--- src/rtl/mem_pkg.sv ---
// Shared types and helpers for the memory request bridge.
package mem_pkg;

  typedef enum logic [1:0] {
    ST_IDLE  = 2'd0,
    ST_READ  = 2'd1,
    ST_WRITE = 2'd2,
    ST_RESP  = 2'd3
  } mem_state_t;

  // Widest strobe vector the helpers accept (1024-bit words).
  localparam int unsigned STRB_MAX = 128;

  // Number of byte-offset bits below the word index for a given word width.
  function automatic int unsigned addr_lsb(input int unsigned data_width);
    int unsigned lsb;
    lsb = 0;
    for (int unsigned i = 0; i < 32; i++) begin
      if ((32'd1 << i) < (data_width / 8)) lsb = i + 1;
    end
    return lsb;
  endfunction

  // True when every one of the low nbytes strobe bits is set.
  function automatic logic strb_full(input logic [STRB_MAX-1:0] wstrb,
                                     input int unsigned        nbytes);
    logic full;
    full = 1'b1;
    for (int unsigned i = 0; i < STRB_MAX; i++) begin
      if ((i < nbytes) && !wstrb[i]) full = 1'b0;
    end
    return full;
  endfunction

endpackage

--- src/rtl/byte_merge.sv ---
// Byte-lane merge: strobed lanes take the new word, the rest keep the old word.
module byte_merge #(
  parameter int unsigned DATA_WIDTH = 32
) (
  input  logic [DATA_WIDTH-1:0]   old_word,
  input  logic [DATA_WIDTH-1:0]   new_word,
  input  logic [DATA_WIDTH/8-1:0] strb,
  output logic [DATA_WIDTH-1:0]   merged_c
);

  localparam int unsigned NBYTES = DATA_WIDTH / 8;

  always_comb begin
    merged_c = old_word;
    for (int unsigned k = 0; k < NBYTES; k++) begin
      if (strb[k]) merged_c[8*k +: 8] = new_word[8*k +: 8];
    end
  end

endmodule

--- src/rtl/mem_rmw_bridge.sv ---
// Byte-addressed load/store front end for the word-wide memory; partial
// stores are serviced as read-modify-write. One request in flight.
module mem_rmw_bridge
  import mem_pkg::*;
#(
  parameter int unsigned DATA_WIDTH = 32,
  parameter int unsigned DATA_SIZE  = 1024
) (
  input  logic                    clk_in,
  input  logic                    rst_n_in,
  input  logic                    req_valid,
  output logic                    req_ready,
  input  logic                    req_write,
  input  logic [DATA_WIDTH-1:0]   req_addr,
  input  logic [DATA_WIDTH-1:0]   req_wdata,
  input  logic [DATA_WIDTH/8-1:0] req_wstrb,
  output logic                    rsp_valid,
  input  logic                    rsp_ready,
  output logic [DATA_WIDTH-1:0]   rsp_rdata,
  output logic                    rsp_err,
  output logic                    mem_enable,
  output logic                    mem_write,
  input  logic                    mem_ready,
  output logic [DATA_WIDTH-1:0]   mem_addr,
  output logic [DATA_WIDTH-1:0]   mem_wdata,
  input  logic [DATA_WIDTH-1:0]   mem_rdata
);

  localparam int unsigned STRB_W   = DATA_WIDTH / 8;
  localparam int unsigned ADDR_LSB = addr_lsb(DATA_WIDTH);

  mem_state_t            state_q, state_nxt;
  logic                  is_store_q, is_store_nxt;
  logic [DATA_WIDTH-1:0] idx_q, idx_nxt;
  logic [DATA_WIDTH-1:0] wdata_q, wdata_nxt;
  logic [STRB_W-1:0]     wstrb_q, wstrb_nxt;

  logic                  req_ready_nxt, rsp_valid_nxt, rsp_err_nxt;
  logic [DATA_WIDTH-1:0] rsp_rdata_nxt;
  logic                  mem_enable_nxt, mem_write_nxt;
  logic [DATA_WIDTH-1:0] mem_addr_nxt, mem_wdata_nxt;

  logic [DATA_WIDTH-1:0] req_index;
  logic [DATA_WIDTH-1:0] merged_c;
  logic                  req_strb_full;

  assign req_index     = req_addr >> ADDR_LSB;
  assign req_strb_full = strb_full(STRB_MAX'(req_wstrb), STRB_W);

  // Byte offset bits are deliberately ignored; lane selection is by strobe.
  generate
    if (ADDR_LSB > 0) begin : g_lsb
      logic unused_addr_lsb;
      assign unused_addr_lsb = ^req_addr[ADDR_LSB-1:0];
    end
  endgenerate

  byte_merge #(.DATA_WIDTH(DATA_WIDTH)) u_byte_merge (
    .old_word (mem_rdata),
    .new_word (wdata_q),
    .strb     (wstrb_q),
    .merged_c (merged_c)
  );

  // State, latched request and all registered outputs.
  always_ff @(posedge clk_in or negedge rst_n_in) begin
    if (!rst_n_in) begin
      state_q    <= ST_IDLE;
      is_store_q <= 1'b0;
      idx_q      <= '0;
      wdata_q    <= '0;
      wstrb_q    <= '0;
      req_ready  <= 1'b1;
      rsp_valid  <= 1'b0;
      rsp_rdata  <= '0;
      rsp_err    <= 1'b0;
      mem_enable <= 1'b0;
      mem_write  <= 1'b0;
      mem_addr   <= '0;
      mem_wdata  <= '0;
    end else begin
      state_q    <= state_nxt;
      is_store_q <= is_store_nxt;
      idx_q      <= idx_nxt;
      wdata_q    <= wdata_nxt;
      wstrb_q    <= wstrb_nxt;
      req_ready  <= req_ready_nxt;
      rsp_valid  <= rsp_valid_nxt;
      rsp_rdata  <= rsp_rdata_nxt;
      rsp_err    <= rsp_err_nxt;
      mem_enable <= mem_enable_nxt;
      mem_write  <= mem_write_nxt;
      mem_addr   <= mem_addr_nxt;
      mem_wdata  <= mem_wdata_nxt;
    end
  end

  // Next state, then outputs decoded from the state being entered.
  always_comb begin
    state_nxt     = state_q;
    is_store_nxt  = is_store_q;
    idx_nxt       = idx_q;
    wdata_nxt     = wdata_q;
    wstrb_nxt     = wstrb_q;
    rsp_rdata_nxt = rsp_rdata;
    rsp_err_nxt   = rsp_err;

    unique case (state_q)
      ST_IDLE: begin
        rsp_rdata_nxt = '0;
        rsp_err_nxt   = 1'b0;
        if (req_valid && req_ready) begin
          is_store_nxt = req_write;
          idx_nxt      = req_index;
          wdata_nxt    = req_wdata;
          wstrb_nxt    = req_wstrb;
          if (req_index >= DATA_WIDTH'(DATA_SIZE)) begin
            state_nxt   = ST_RESP;
            rsp_err_nxt = 1'b1;
          end else if (req_write && (req_wstrb == '0)) begin
            state_nxt = ST_RESP;
          end else if (req_write && req_strb_full) begin
            state_nxt = ST_WRITE;
          end else begin
            state_nxt = ST_READ;
          end
        end
      end
      ST_READ: begin
        if (mem_ready == 1'b1) begin
          if (is_store_q) begin
            state_nxt = ST_WRITE;
            wdata_nxt = merged_c;
          end else begin
            state_nxt     = ST_RESP;
            rsp_rdata_nxt = mem_rdata;
          end
        end
      end
      ST_WRITE: begin
        if (mem_ready == 1'b1) state_nxt = ST_RESP;
      end
      ST_RESP: begin
        if (rsp_ready) begin
          state_nxt     = ST_IDLE;
          rsp_rdata_nxt = '0;
          rsp_err_nxt   = 1'b0;
        end
      end
      default: state_nxt = ST_IDLE;
    endcase

    req_ready_nxt  = (state_nxt == ST_IDLE);
    rsp_valid_nxt  = (state_nxt == ST_RESP);
    mem_enable_nxt = (state_nxt == ST_READ) || (state_nxt == ST_WRITE);
    mem_write_nxt  = (state_nxt == ST_WRITE);
    mem_addr_nxt   = mem_enable_nxt ? idx_nxt : '0;
    mem_wdata_nxt  = mem_write_nxt ? wdata_nxt : '0;
  end

endmodule

--- config.mk ---
export PLATFORM = sky130hd
export DESIGN_NAME = mem_rmw_bridge
export DESIGN_NICKNAME = d
export VERILOG_FILES = /design/src/rtl/mem_pkg.sv /design/src/rtl/byte_merge.sv /design/src/rtl/mem_rmw_bridge.sv
export SDC_FILE = /design/constraint.sdc
export NUM_CORES = 1
export LEC_CHECK = 0
export BUFFER_PORTS_ARGS = -buffer_cell sky130_fd_sc_hd__clkbuf_2
export CAP_MARGIN = 5
export CORE_AREA = 2 2 116 118
export DETAILED_ROUTE_END_ITERATION = 6
export DIE_AREA = 0 0 118 120
export GPL_ROUTABILITY_DRIVEN = 0
export PLACE_DENSITY = 0.93
export SLEW_MARGIN = 20
export SYNTH_ARGS = -nofsm -noshare
export SYNTH_HDL_FRONTEND = slang
export SYNTH_SLANG_ARGS = --single-unit
export TNS_END_PERCENT = 20
--- constraint.sdc ---
create_clock -name clk_in -period 4.5 [get_ports clk_in]
set_input_delay 1.35 -clock clk_in [delete_from_list [all_inputs] [get_ports clk_in]]
set_output_delay 1.35 -clock clk_in [all_outputs]
set_load 0.005 [all_outputs]
[After elaboration in Yosys (flattened, before gate mapping)]
Cells that the tools add are included.
Storage, ports and cells
  register bits: 172
  input port bits: 106
  output and inout port bits: 101
  word-level logic and storage cells: 68
Operators by class
  magnitude comparators: 1
  equality and inequality tests: 9
  multiplexer cells: 33
  reduce and logical (&&, ||, !) cells: 12
Operator list (count)
  two-way mux 32 bit: 10
  case mux 32 bit (3 select lines): 1
  case mux 32 bit (2 select lines): 1
  two-way mux 8 bit: 4
  greater-or-equal comparator 30 x 11 -> 1 bit, second input constant: 1
  two-way mux 2 bit: 7
  == test 2 bit, second input constant: 4
  two-way mux 1 bit: 8
  case mux 2 bit (4 select lines): 1
  != test 2 bit, second input constant: 3
  == test 2 x 1 -> 1 bit, second input constant: 2
  zero test 2 bit: 2
  zero test 4 bit: 1
  AND reduction 2 bit: 2
  AND reduction 4 bit: 1
  logical AND 1 bit: 3
  nonzero test 3 bit: 1
  case mux 1 bit (2 select lines): 1
  nonzero test 2 bit: 1
  logical OR 1 bit: 1

[Depth between registers and ports, before layout]
Gate-level depths: netlist of run 1.
  depth in word-level cells: 13
  depth in mapped cells: 11
  mapped depth without buffers: 9

[Hierarchy]
A second synthesis of run 1 with hierarchy kept.
Second synthesis, totals
  cell total of the unflattened synthesis: 523
  area total of the unflattened synthesis: 7226.9 um^2
Modules (own cells, without submodules)
  mem_rmw_bridge: instances 1, cells an instance 487, area an instance 6701.4 um^2, seq. area each 4305.4 um^2
  byte_merge: instances 1, cells an instance 36, area an instance 525.5 um^2, seq. area each 0.0 um^2

[Worst setup path after synthesis of run 1]
No wires, ideal clock.
  path type: input -> register
  from: input port req_valid
  to: register mem_addr[0]
  library setup time: 0.078 ns
  arrival time: 2.964 ns
  required time: 4.422 ns
  path slack: 1.458 ns
  stages: 9
  path buffers: 5
  path through: and3_1 -> buf_6 -> buf_2 -> buf_4 -> buf_4 -> a31oi_1 -> ha_1 -> clkbuf_1 -> a21oi_1
Between the ends
  cells in the longest elaborated chain, start to end: 6
  elaborated cells on any way between the ends: 9
  those cells by class: eq/ne: 2; mux: 5; reduce/logical: 2
Ends and longest elaborated chain
  start: declaration: RTL line mem_rmw_bridge.sv:11  | input logic req_valid,
  logical AND 1 bit (*): RTL line mem_rmw_bridge.sv:112  | if (req_valid && req_ready) begin
  two-way mux 2 bit (*): RTL line mem_rmw_bridge.sv:112
  case mux 2 bit (4 select lines) (*): RTL line mem_rmw_bridge.sv:108  | unique case (state_q)
  via state_nxt[1]: RTL line mem_rmw_bridge.sv:32  | mem_state_t state_q, state_nxt;
  == test 2 x 1 -> 1 bit / == test 2 bit (equally long branches): RTL line mem_rmw_bridge.sv:155  | mem_enable_nxt = (state_nxt == ST_READ) || (state_nxt == ST_WRITE);
  logical OR 1 bit (*): RTL line mem_rmw_bridge.sv:155
  two-way mux 32 bit (*): RTL line mem_rmw_bridge.sv:157  | mem_addr_nxt = mem_enable_nxt ? idx_nxt : '0;
  via mem_addr_nxt[0]: RTL line mem_rmw_bridge.sv:41  | logic [DATA_WIDTH-1:0] mem_addr_nxt, mem_wdata_nxt;
  end signal: assignment: RTL line mem_rmw_bridge.sv:93  | mem_addr <= mem_addr_nxt;
  end: declaration: RTL line mem_rmw_bridge.sv:24  | output logic [DATA_WIDTH-1:0] mem_addr,
Mark *: on every way through the listed nets, which the timed path passes. The rest lies on a longest branch.
A chain may end at the register's enable or synchronous reset.

[Worst setup path in the final report of run 1]
  from: input port req_addr[13]
  to: register mem_addr[27]
Between the ends
  cells in the longest elaborated chain, start to end: 7
  elaborated cells on any way between the ends: 8
  those cells by class: order compare: 1; eq/ne: 2; mux: 4; reduce/logical: 1
Ends and longest elaborated chain
  start: declaration: RTL line mem_rmw_bridge.sv:14  | input logic [DATA_WIDTH-1:0] req_addr,
  greater-or-equal comparator 30 x 11 -> 1 bit (*): RTL line mem_rmw_bridge.sv:117  | if (req_index >= DATA_WIDTH'(DATA_SIZE)) begin
  two-way mux 2 bit (*): RTL line mem_rmw_bridge.sv:117
  two-way mux 2 bit (*): RTL line mem_rmw_bridge.sv:112
  case mux 2 bit (4 select lines) (*): RTL line mem_rmw_bridge.sv:108
  via state_nxt[1]: RTL line mem_rmw_bridge.sv:32
  == test 2 x 1 -> 1 bit / == test 2 bit (equally long branches): RTL line mem_rmw_bridge.sv:155
  logical OR 1 bit (*): RTL line mem_rmw_bridge.sv:155
  two-way mux 32 bit (*): RTL line mem_rmw_bridge.sv:157
  via mem_addr_nxt[27]: RTL line mem_rmw_bridge.sv:41
Marked as above.

==> flow_metrics.tcl, run 1 <==
set metrics [dict create \
    htreeDepth 4 \
    die_area_sq_mm 0.01416 \
    path_clk_slew_ns 0.07 \
    rsz0062_at_grt "false" \
    cts_buffer_depth 2 \
    cts_tree "built" \
    reg2reg_from "state_q[0]" \
    clockPowerShare_pct 24.6 \
    final_max_slew_viol_count 0 \
    min-delay-start "wstrb_q[2]" \
    grt_max_degree 91 \
    ios 207 \
    cts_resized 0 \
    drive_gt1_share_pct 34.62 \
    status "completed" \
    startpoint "req_addr[13]" \
    max_slew.worst_pin.slew_ns 0.7912 \
    critPathCaptureType "flop" \
    drtIter0Drc 386 \
    peakVddDrop_uv 462.8 \
    syn_area_sq_mm 0.006967 \
    totalWireLength_microns 17010 \
    layout_min_cycle_time_ns 3.398 \
    grt_usage_pct 24.97 \
    post-place-ws_ns 0.5876 \
    p_seq_share_pct 37.3 \
    drc 0 \
    leakagePower_nw 4.590 \
    num_vias 5413 \
    finalSetupViolCount 0 \
    whs_ns 0.4688 \
    slowest_delay_ns 0.52 \
    diodes 0 \
    final-hold-violation-count 0 \
    cts.sinks 172 \
    core_sq_mm 0.01298 \
    clk_latency_ns 0.42 \
    cp_max_fo 22 \
    critPathBufInv 2 \
    path_depth 8 \
    r2r_cells 8 \
    crit_required_ns 4.80 \
    cts_hold_buf 0 \
    worst_ep_arrival_time_ns 3.70 \
    cp_slowest_cell "ha_2" \
    timing.final.crit_share_pct 75.52 \
    post_cts_buffers 0 \
    grt_overflow 0 \
    io_buffers 204 \
    grt_pass1_wl_microns 27420 \
    startpoint_type "primary input" \
    powerDensity_mw_per_mm2 709.6 \
    skew_ns 0.007428 \
    grt_pass1_vias 5501 \
    path_class "primary input to flop" \
    syn_nets 737 \
    crit_chain "clkbuf_2, nor4_1, nand3_1, nor2_1, a31oi_1, ha_2, buf_4, a21oi_1" \
    finalWorstSetupSlack_ns 1.102 \
    nFillCells 957 \
    die_w_microns 118 \
    ys.warnings.count 0 \
    antenna_left 0 \
    nets 933 \
    comb_power_share_pct 38.1 \
    synth_seq_area_share_pct 61.80 \
    firstDrtPassIters 7 \
    synth_cell_types 34 \
    ff_latch_area_sq_mm 0.004305 \
    hp-class "flop to flop" \
    swShare_pct 36.03 \
    max_freq_ghz 0.2943 \
    synth_cells 623 \
    p_switching_mw 2.229 \
    fp.dieH_microns 120 \
    multi_input_area_sq_mm 0.002467 \
    ys_ff_latch 172 \
    row_count 42 \
    cp_top_family "simple AND/OR/NAND/NOR gates" \
    final_core_util_pct 67.19 \
    syn_area_per_cell_sq_um 11.18 \
    cts_root_buffer "clkbuf_16" \
    relSlewSlack_pct 47.25 \
    maxCapViolCount 0 \
    antenna_found_initial 0 \
    viasPerCell 5.370 \
    whs_path_depth 2 \
    dp_hpwl_microns 11200 \
    wire_per_inst_microns 16.87 \
    fin_tns_setup_ns 0 \
    area_growth_pct 25.18 \
    start_util_pct 53.67 \
    numCtsBuffers 17 \
    p_int_mw 3.959 \
]
cells in the mapped netlist (all sizes together):
cell type	n	area, sq um
and3	3	18.77
a21oi	32	171.4
buf	13	106.3
a41o	1	10.01
nor2	4	15.01
a41oi	1	8.760
and4	1	8.760
nand2	171	641.9
a31oi	1	6.260
nand3	2	10.01
nor2b	3	18.77
a32o	1	10.01
inv	4	15.01
and3b	1	8.760
nor4	6	37.54
dfrtp	171	4279
nand3b	4	62.56
o31ai	2	15.01
ha	8	100.1
nor3	1	5.000
a31o	1	8.760
clkbuf	23	86.33
a221o	32	320.3
mux2	32	360.4
o21ai	36	180.2
dfstp	1	26.28
o21bai	1	11.26
a2111o	1	11.26
and2	66	412.9
cell usage in the layout (no fill, tap or decap), types with 2 or more instances in the layout:
cell type / synthesis / layout
clkbuf_8: 0 / 2
and3_1: 3 / 2
nand3b_4: 2 / 2
nor2b_1: 3 / 3
inv_1: 4 / 4
bufinv_16: 0 / 3
a21oi_1: 31 / 31
clkbuf_2: 0 / 203
nand2_1: 171 / 171
ha_2: 0 / 2
nor4_1: 6 / 6
o21ai_0: 36 / 36
clkbuf_16: 0 / 17
dfrtp_1: 171 / 171
nand3_1: 2 / 2
and2_1: 66 / 66
clkinv_2: 0 / 3
nand3b_2: 2 / 2
o31ai_1: 2 / 2
ha_1: 8 / 6
a221o_1: 32 / 32
nor2_1: 4 / 4
buf_4: 2 / 9
inv_6: 0 / 2
mux2_2: 32 / 32
clkinv_4: 0 / 4
registers in the layout (all words and copies together) (netlist names), 2 cells and up:
signal	cells
wdata_q	32
rsp_rdata	32
wstrb_q	4
state_q	2
mem_addr	32
mem_wdata	32
idx_q	32
power by group through the flow:
stage / Combinational (mW) / Clock, mW / Sequential [mW]
final: 2.36 / 1.52 / 2.31
after global routing: 2.62 / 1.62 / 2.36
after CTS: 2.37 / 1.54 / 2.31
after detailed placement: 2.34 / 0 / 2.33
after global placement: 2.25 / 0 / 2.30
after floorplan: 1.62 / 0 / 2.30
final timing paths:
check	end	slack, ns
max	mem_addr[27]	1.10
min	wstrb_q[2]	0.47
max reg2reg	mem_wdata[13]	1.60
min reg2reg	wstrb_q[2]	0.47
max in group asynchronous	mem_wdata[3]	2.56
min in group asynchronous	idx_q[30]	0.98
layer usage:
metal,GRT usage (%),vias to the layer above,share of wire [%],wire length (microns)
met5,0,-,0,0
met4,8.886,0,1.4,233
met1,30.86,2626,41,6977
met2,42.11,258,50,8426
met3,7.224,20,8.1,1370
li1,-,2509,-,-
final cells by class:
| cell class | count | share of cell area [%] |
|---|---|---|
| inverters | 4 | 0.1722 |
| well taps | 176 | 2.525 |
| repair buffers | 213 | 12.55 |
| multi-input cells | 411 | 28.29 |
| clock inverters | 13 | 1.894 |
| flip-flops and latches | 172 | 49.37 |
| clock buffers | 19 | 5.194 |
per-stage QoR:
step,total power [mW],std cells,cell area [sq um]
after floorplan,3.921,623,6967
after global placement,4.544,976,8100
after detailed placement,4.667,976,8100
after CTS,6.217,1008,8718
after global routing,6.606,1008,8721
final,6.188,1008,8721
worst reg2reg max path, delay by kind of cell (launching register included):
kind                     cells  cell delay, ns
adder cells (fa/ha/maj)      1            0.28
buffers and inverters        3            0.94
flip-flops                   1            0.43
AO/OA/AOI/OAI                2            0.48
AND/OR/NAND/NOR              2            0.67
cell families (layout without fill, tap and decap cells):
family | Yosys count | count (layout) | share of synthesized area (%)
mux | 32 | 32 | 5.172
compound gates | 109 | 109 | 10.81
buf+inv | 40 | 249 | 2.981
fa+ha+maj | 8 | 8 | 1.437
flops | 172 | 172 | 61.80
simple gates | 262 | 262 | 17.80
No activity file was read; power rests on OpenSTA's default activity.
==> run 2, diff against run 1 <==
--- a/config.mk
+++ b/config.mk
@@ -5,13 +5,14 @@
 export SDC_FILE = /design/constraint.sdc
 export NUM_CORES = 1
 export LEC_CHECK = 0
+export ABC_AREA = 1
 export BUFFER_PORTS_ARGS = -buffer_cell sky130_fd_sc_hd__clkbuf_2
 export CAP_MARGIN = 5
-export CORE_AREA = 2 2 116 118
+export CORE_AREA = 2 2 130 132
 export DETAILED_ROUTE_END_ITERATION = 6
-export DIE_AREA = 0 0 118 120
+export DIE_AREA = 0 0 132 134
 export GPL_ROUTABILITY_DRIVEN = 0
-export PLACE_DENSITY = 0.93
+export PLACE_DENSITY = 0.86
 export SLEW_MARGIN = 20
 export SYNTH_ARGS = -nofsm -noshare
 export SYNTH_HDL_FRONTEND = slang
==> constraint.sdc (replaced) <==
create_clock -name clk_in -period 2.85 [get_ports clk_in]
set_input_delay 0.855 -clock clk_in [delete_from_list [all_inputs] [get_ports clk_in]]
set_output_delay 0.855 -clock clk_in [all_outputs]
set_load 0.005 [all_outputs]
==> flow_metrics.tcl, run 2 <==
set metrics [dict create \
    syn_area_per_cell_sq_um 8.573 \
    final_max_slew_viol_count 0 \
    grt_pass1_wl_microns 32600 \
    rsz0062_at_grt "false" \
    max_slew.worst_pin.slew_ns 0.9929 \
    synth_top_area_share_pct 56.02 \
    finalSetupViolCount 0 \
    clk_latency_ns 0.43 \
    crit_required_ns 3.17 \
    cp_slowest_cell "dfrtp_1" \
    fp.dieH_microns 134 \
    core_sq_mm 0.01629 \
    antenna_found_initial 0 \
    relSlewSlack_pct 33.55 \
    startpoint_type "flop" \
    die_w_microns 132 \
    ios 207 \
    start_util_pct 46.89 \
    path_common_cell "a21oi_1" \
    synth_flop_cell "dfrtp_1" \
    ys_ff_latch 172 \
    maxCapViolCount 0 \
    syn_nets 1005 \
    worst_ep_arrival_time_ns 2.84 \
    diodes 0 \
    post-place-ws_ns 0.2115 \
    slowest_delay_ns 0.40 \
    cts_hold_buf 0 \
    clockPowerShare_pct 21.0 \
    dpl.cell_count 1283 \
    yosys-top-cells-area "dfrtp_1 (56%), nand2_1 (9.1%), inv_1 (7.0%)" \
    cts_tree "built" \
    grt_max_degree 73 \
    grt_pass1_vias 6696 \
    synth_top_area_cell "dfrtp_1" \
    cts.sinks 172 \
    cts_root_buffer "clkbuf_16" \
    cp_max_fo 33 \
    nFillCells 1440 \
    max_freq_ghz 0.3968 \
    crit_chain "inv_1, ha_2, buf_4, nand2_2, nand3b_1, a21oi_1, nor2_1, a21oi_1, ha_1, buf_12, a211oi_1" \
    nets 1196 \
    timing.final.crit_share_pct 88.44 \
    firstDrtPassIters 5 \
    fin_cells 1315 \
    cts_resized 0 \
    post_cts_buffers 0 \
    die_area_sq_mm 0.01769 \
    peakVddDrop_uv 1064 \
    dp_hpwl_microns 13390 \
    final-hold-violation-count 0 \
    skew_ns 0.008008 \
    synth_cell_types 26 \
    grt_usage_pct 23.28 \
    synth_edf_count 0 \
    drc 0 \
    grt_overflow 0 \
    cts_buffer_depth 2 \
    fin_tns_setup_ns 0 \
    totalWireLength_microns 19660 \
    layout_commonest_cell "clkbuf_2" \
    p_switching_mw 4.471 \
    place_area_sq_mm 0.008877 \
    drtIter0Drc 484 \
    swShare_pct 39.44 \
    layout_min_cycle_time_ns 2.520 \
    hp-class "primary input to async pin" \
    status "completed" \
    wire_per_inst_microns 14.95 \
    syn_area_sq_mm 0.007639 \
    row_count 47 \
    num_vias 6507 \
    path_class "flop to flop" \
    r2r_cells 11 \
    synthTopCellsByCount "nand2_1 (185), dfrtp_1 (171), inv_1 (142)" \
    finalWorstSetupSlack_ns 0.3295 \
    yosysMostFrequentCell "nand2_1" \
    comb_power_share_pct 44.1 \
    viasPerCell 4.948 \
    synth_cells 891 \
    io_buffers 204 \
    critPathCaptureType "flop" \
    numCtsBuffers 17 \
    path_clk_slew_ns 0.06 \
    async_reset_ff_share_pct 100.0 \
    htreeDepth 4 \
    p_seq_share_pct 34.9 \
    design_area_sq_mm 0.009482 \
    area_growth_pct 24.13 \
    synth_seq_area_share_pct 56.36 \
    p_int_mw 6.865 \
    drive_gt1_share_pct 26.48 \
    ys.warnings.count 0 \
    powerDensity_mw_per_mm2 1196 \
    leakagePower_nw 5.338 \
    antenna_left 0 \
    final_cell_mix "clkbuf_2 (203), nand2_1 (185), dfrtp_1 (171), inv_1 (142), nor2_1 (88)" \
]
[run 2: cell types whose count changed after synthesis, sizes merged, moves of 15 or more]
| cell | change |
|---|---|
| buf | +18 |
| a221o | -32 |
| a211oi | +30 |
| nor2 | +85 |
| nand4 | +34 |
| nand2 | +15 |
| mux2 | -32 |
| or2 | +30 |
| o21ai | +37 |
| a21oi | +35 |
| and2 | -66 |
| inv | +143 |
[run 2: final cells by class]
class / instances / area [sq um] / area share (%)
Sequential cell: 172 / 4305 / 45.41
Multi-Input combinational cell: 525 / 2541 / 26.80
Clock buffer: 22 / 464.2 / 4.896
Clock inverter: 10 / 140.1 / 1.478
Tap cell: 220 / 275.3 / 2.903
Inverter: 147 / 553.0 / 5.833
Timing Repair Buffer: 219 / 1202 / 12.68
[run 2: path summary, 6_finish.rpt]
kind | startpoint | end | slack, ns
worst max-delay path | state_q[1] | mem_addr[10] | 0.33
worst min-delay path | rst_n_in | mem_addr[19] | 0.38
worst max register to register | state_q[1] | mem_addr[10] | 0.33
worst min register to register | idx_q[30] | idx_q[30] | 0.47
max in group asynchronous | rst_n_in | rsp_rdata[26] | 1.75
min in group clk_in | idx_q[30] | idx_q[30] | 0.47
[run 2: routing by layer]
| layer | up-vias | part of all wire, % | GRT usage [%] |
|---|---|---|---|
| met5 | - | 0 | 0 |
| met3 | 51 | 6.2 | 6.236 |
| li1 | 3181 | - | - |
| met1 | 3063 | 41 | 28.49 |
| met4 | 0 | 3.2 | 10.21 |
| met2 | 212 | 49 | 38.95 |
[run 2: critical path: cells and delay by family (launching register included)]
| family | cells | cell delay [ns] |
|---|---|---|
| fa+ha+maj | 2 | 0.61 |
| buf+inv | 3 | 0.64 |
| compound gates | 3 | 0.39 |
| simple gates | 3 | 0.37 |
| flops | 1 | 0.40 |
[run 2: stage by stage]
stage	power [mW]	hold slack, ns	utilization (%)
floorplan	7.179	0.4307	-
global placement	8.744	0.4458	54.50
detailed placement	9.003	0.4611	54.50
CTS	11.40	0.3956	58.21
global route	12.23	0.4127	58.21
finish	11.34	0.3831	58.21
[run 2: cells by family (layout without fill, tap and decap cells)]
| kind of cell | after synthesis | in the layout | share of synthesized area, % |
|---|---|---|---|
| AND/OR/NAND/NOR | 346 | 346 | 19.36 |
| buffers and inverters | 194 | 398 | 10.53 |
| flip-flops | 172 | 172 | 56.36 |
| AO/OA/AOI/OAI | 171 | 171 | 12.43 |
| adder cells (fa/ha/maj) | 8 | 8 | 1.310 |
[run 2: power by group through the flow]
stage,Sequential (mW),Clock [mW],Combinational [mW]
CTS,3.97,2.41,5.03
global placement,3.96,0,4.78
global route,4.06,2.52,5.65
detailed placement,4.01,0,5.00
finish,3.96,2.37,5.00
floorplan,3.99,0,3.19
==> run 3, diff against run 2 <==
--- a/config.mk
+++ b/config.mk
@@ -6,7 +6,7 @@
 export NUM_CORES = 1
 export LEC_CHECK = 0
 export ABC_AREA = 1
-export BUFFER_PORTS_ARGS = -buffer_cell sky130_fd_sc_hd__clkbuf_2
+export BUFFER_PORTS_ARGS = -buffer_cell sky130_fd_sc_hd__buf_2
 export CAP_MARGIN = 5
 export CORE_AREA = 2 2 130 132
 export DETAILED_ROUTE_END_ITERATION = 6
==> flow_metrics.tcl, run 3 (synthesis results as in run 2) <==
set metrics [dict create \
    place_area_sq_mm 0.008885 \
    leakagePower_nw 5.327 \
    start_util_pct 46.89 \
    fin_tns_setup_ns 0 \
    r2r_cells 11 \
    post_cts_buffers 0 \
    num_vias 6551 \
    worst_ep_arrival_time_ns 2.84 \
    final-hold-violation-count 0 \
    whs_ns 0.3111 \
    skew_ns 0.007129 \
    cts_hold_buf 0 \
    post-place-ws_ns 0.1793 \
    layout_commonest_cell "buf_2" \
    io_buffers 204 \
    reg2reg_from "state_q[1]" \
    ios 207 \
    wire_per_inst_microns 15.10 \
    hp-class "primary input to async pin" \
    crit_required_ns 3.17 \
    antenna_left 0 \
    final_core_util_pct 57.78 \
    critPathCaptureType "flop" \
    grt_max_degree 74 \
    final_cell_mix "buf_2 (203), nand2_1 (185), dfrtp_1 (171), inv_1 (142), nor2_1 (88)" \
    area_growth_pct 23.23 \
    numCtsBuffers 17 \
    regToRegEndpoint "mem_addr[14]" \
    startpoint "state_q[1]" \
    antenna_found_initial 3 \
    grt_pass1_wl_microns 32440 \
    powerDensity_mw_per_mm2 1173 \
    maxCapViolCount 0 \
    fp.dieH_microns 134 \
    max_freq_ghz 0.3954 \
    totalWireLength_microns 19860 \
    die_w_microns 132 \
    path_clk_slew_ns 0.06 \
    firstDrtPassIters 5 \
    row_count 47 \
    final_max_slew_viol_count 0 \
    max_slew.worst_pin.slew_ns 1.014 \
    grt_overflow 0 \
    startpoint_type "flop" \
    cts.sinks 172 \
    peakVddDrop_uv 685.4 \
    drtIter0Drc 475 \
    cts_root_buffer "clkbuf_16" \
    cts_tree "built" \
    clk_latency_ns 0.42 \
    nets 1197 \
    viasPerCell 4.982 \
    relSlewSlack_pct 32.13 \
    cp_max_fo 33 \
    rsz0062_at_grt "false" \
    htreeDepth 4 \
    core_sq_mm 0.01629 \
    grt_usage_pct 23.06 \
    drive_gt1_share_pct 26.35 \
    grt_pass1_vias 6717 \
    finalSetupViolCount 0 \
    timing.final.crit_share_pct 88.73 \
    path_class "flop to flop" \
    design_area_sq_mm 0.009413 \
    layout_min_cycle_time_ns 2.529 \
    reg2reg_slack_ns 0.32 \
    finalWorstSetupSlack_ns 0.3212 \
    cts_buffer_depth 2 \
    drc 0 \
    cts_resized 0 \
    die_area_sq_mm 0.01769 \
    dp_hpwl_microns 13770 \
    status "completed" \
]
==> run 3: cell count changes in the layout (fill, tap and decap cells not counted), sizes merged <==
| cell | change |
|---|---|
| buf | +204 |
| clkbuf | -204 |
| clkinv | -3 |
| clkinvlp | +3 |
| bufinv | -2 |
| diode | +2 |
==> run 3: critical path, stage by stage (launching register included) <==
cell and delay (ns):
dfrtp_1 0.40, inv_1 0.13, ha_2 0.24, buf_4 0.31
nand2_1 0.14, nand3b_1 0.10, a21oi_1 0.04, nor2_1 0.13
a21oi_1 0.10, ha_1 0.35, buf_12 0.18, a211oi_1 0.27
==> run 3: per-stage QoR <==
stage	power [mW]	instances
6_report	11.04	1315
5_1_grt	11.93	1314
4_1_cts	11.12	1313
3_5_place_dp	8.994	1284
3_3_place_gp	8.723	1284
2_1_floorplan	7.179	891
==> run 3: power breakdown <==
part / switching (mW) / total (mW) / internal (mW)
combinational: 3.13 / 5.00 / 1.87
clock: 0.903 / 2.11 / 1.20
sequential: 0.348 / 3.94 / 3.59
total: 4.38 / 11.0 / 6.66
==> run 3: worst max path at each step <==
stage                   end  cells after the start
5_1_grt        mem_addr[18]                     10
4_1_cts        mem_addr[21]                     11
3_5_place_dp   mem_addr[21]                      9
3_3_place_gp   mem_addr[18]                      9
6_report       mem_addr[14]                     11
2_1_floorplan  mem_addr[23]                      8
==> run 3: cell type report <==
| type | count | area (sq um) |
|---|---|---|
| Antenna cell | 2 | 5.005 |
| Clock buffer | 21 | 450.4 |
| Clock inverter | 8 | 72.57 |
| Fill cell | 1485 | 6877 |
| Inverter | 147 | 553.0 |
| Multi-Input combinational cell | 525 | 2541 |
| Sequential cell | 172 | 4305 |
| Tap cell | 220 | 275.3 |
| Timing Repair Buffer | 220 | 1210 |
==> run 3: layer usage <==
metal	share of wire, %	GRT usage, %
met1	40	27.25
met2	50	39.18
met3	6.3	6.349
met4	3.4	10.99
met5	0	0
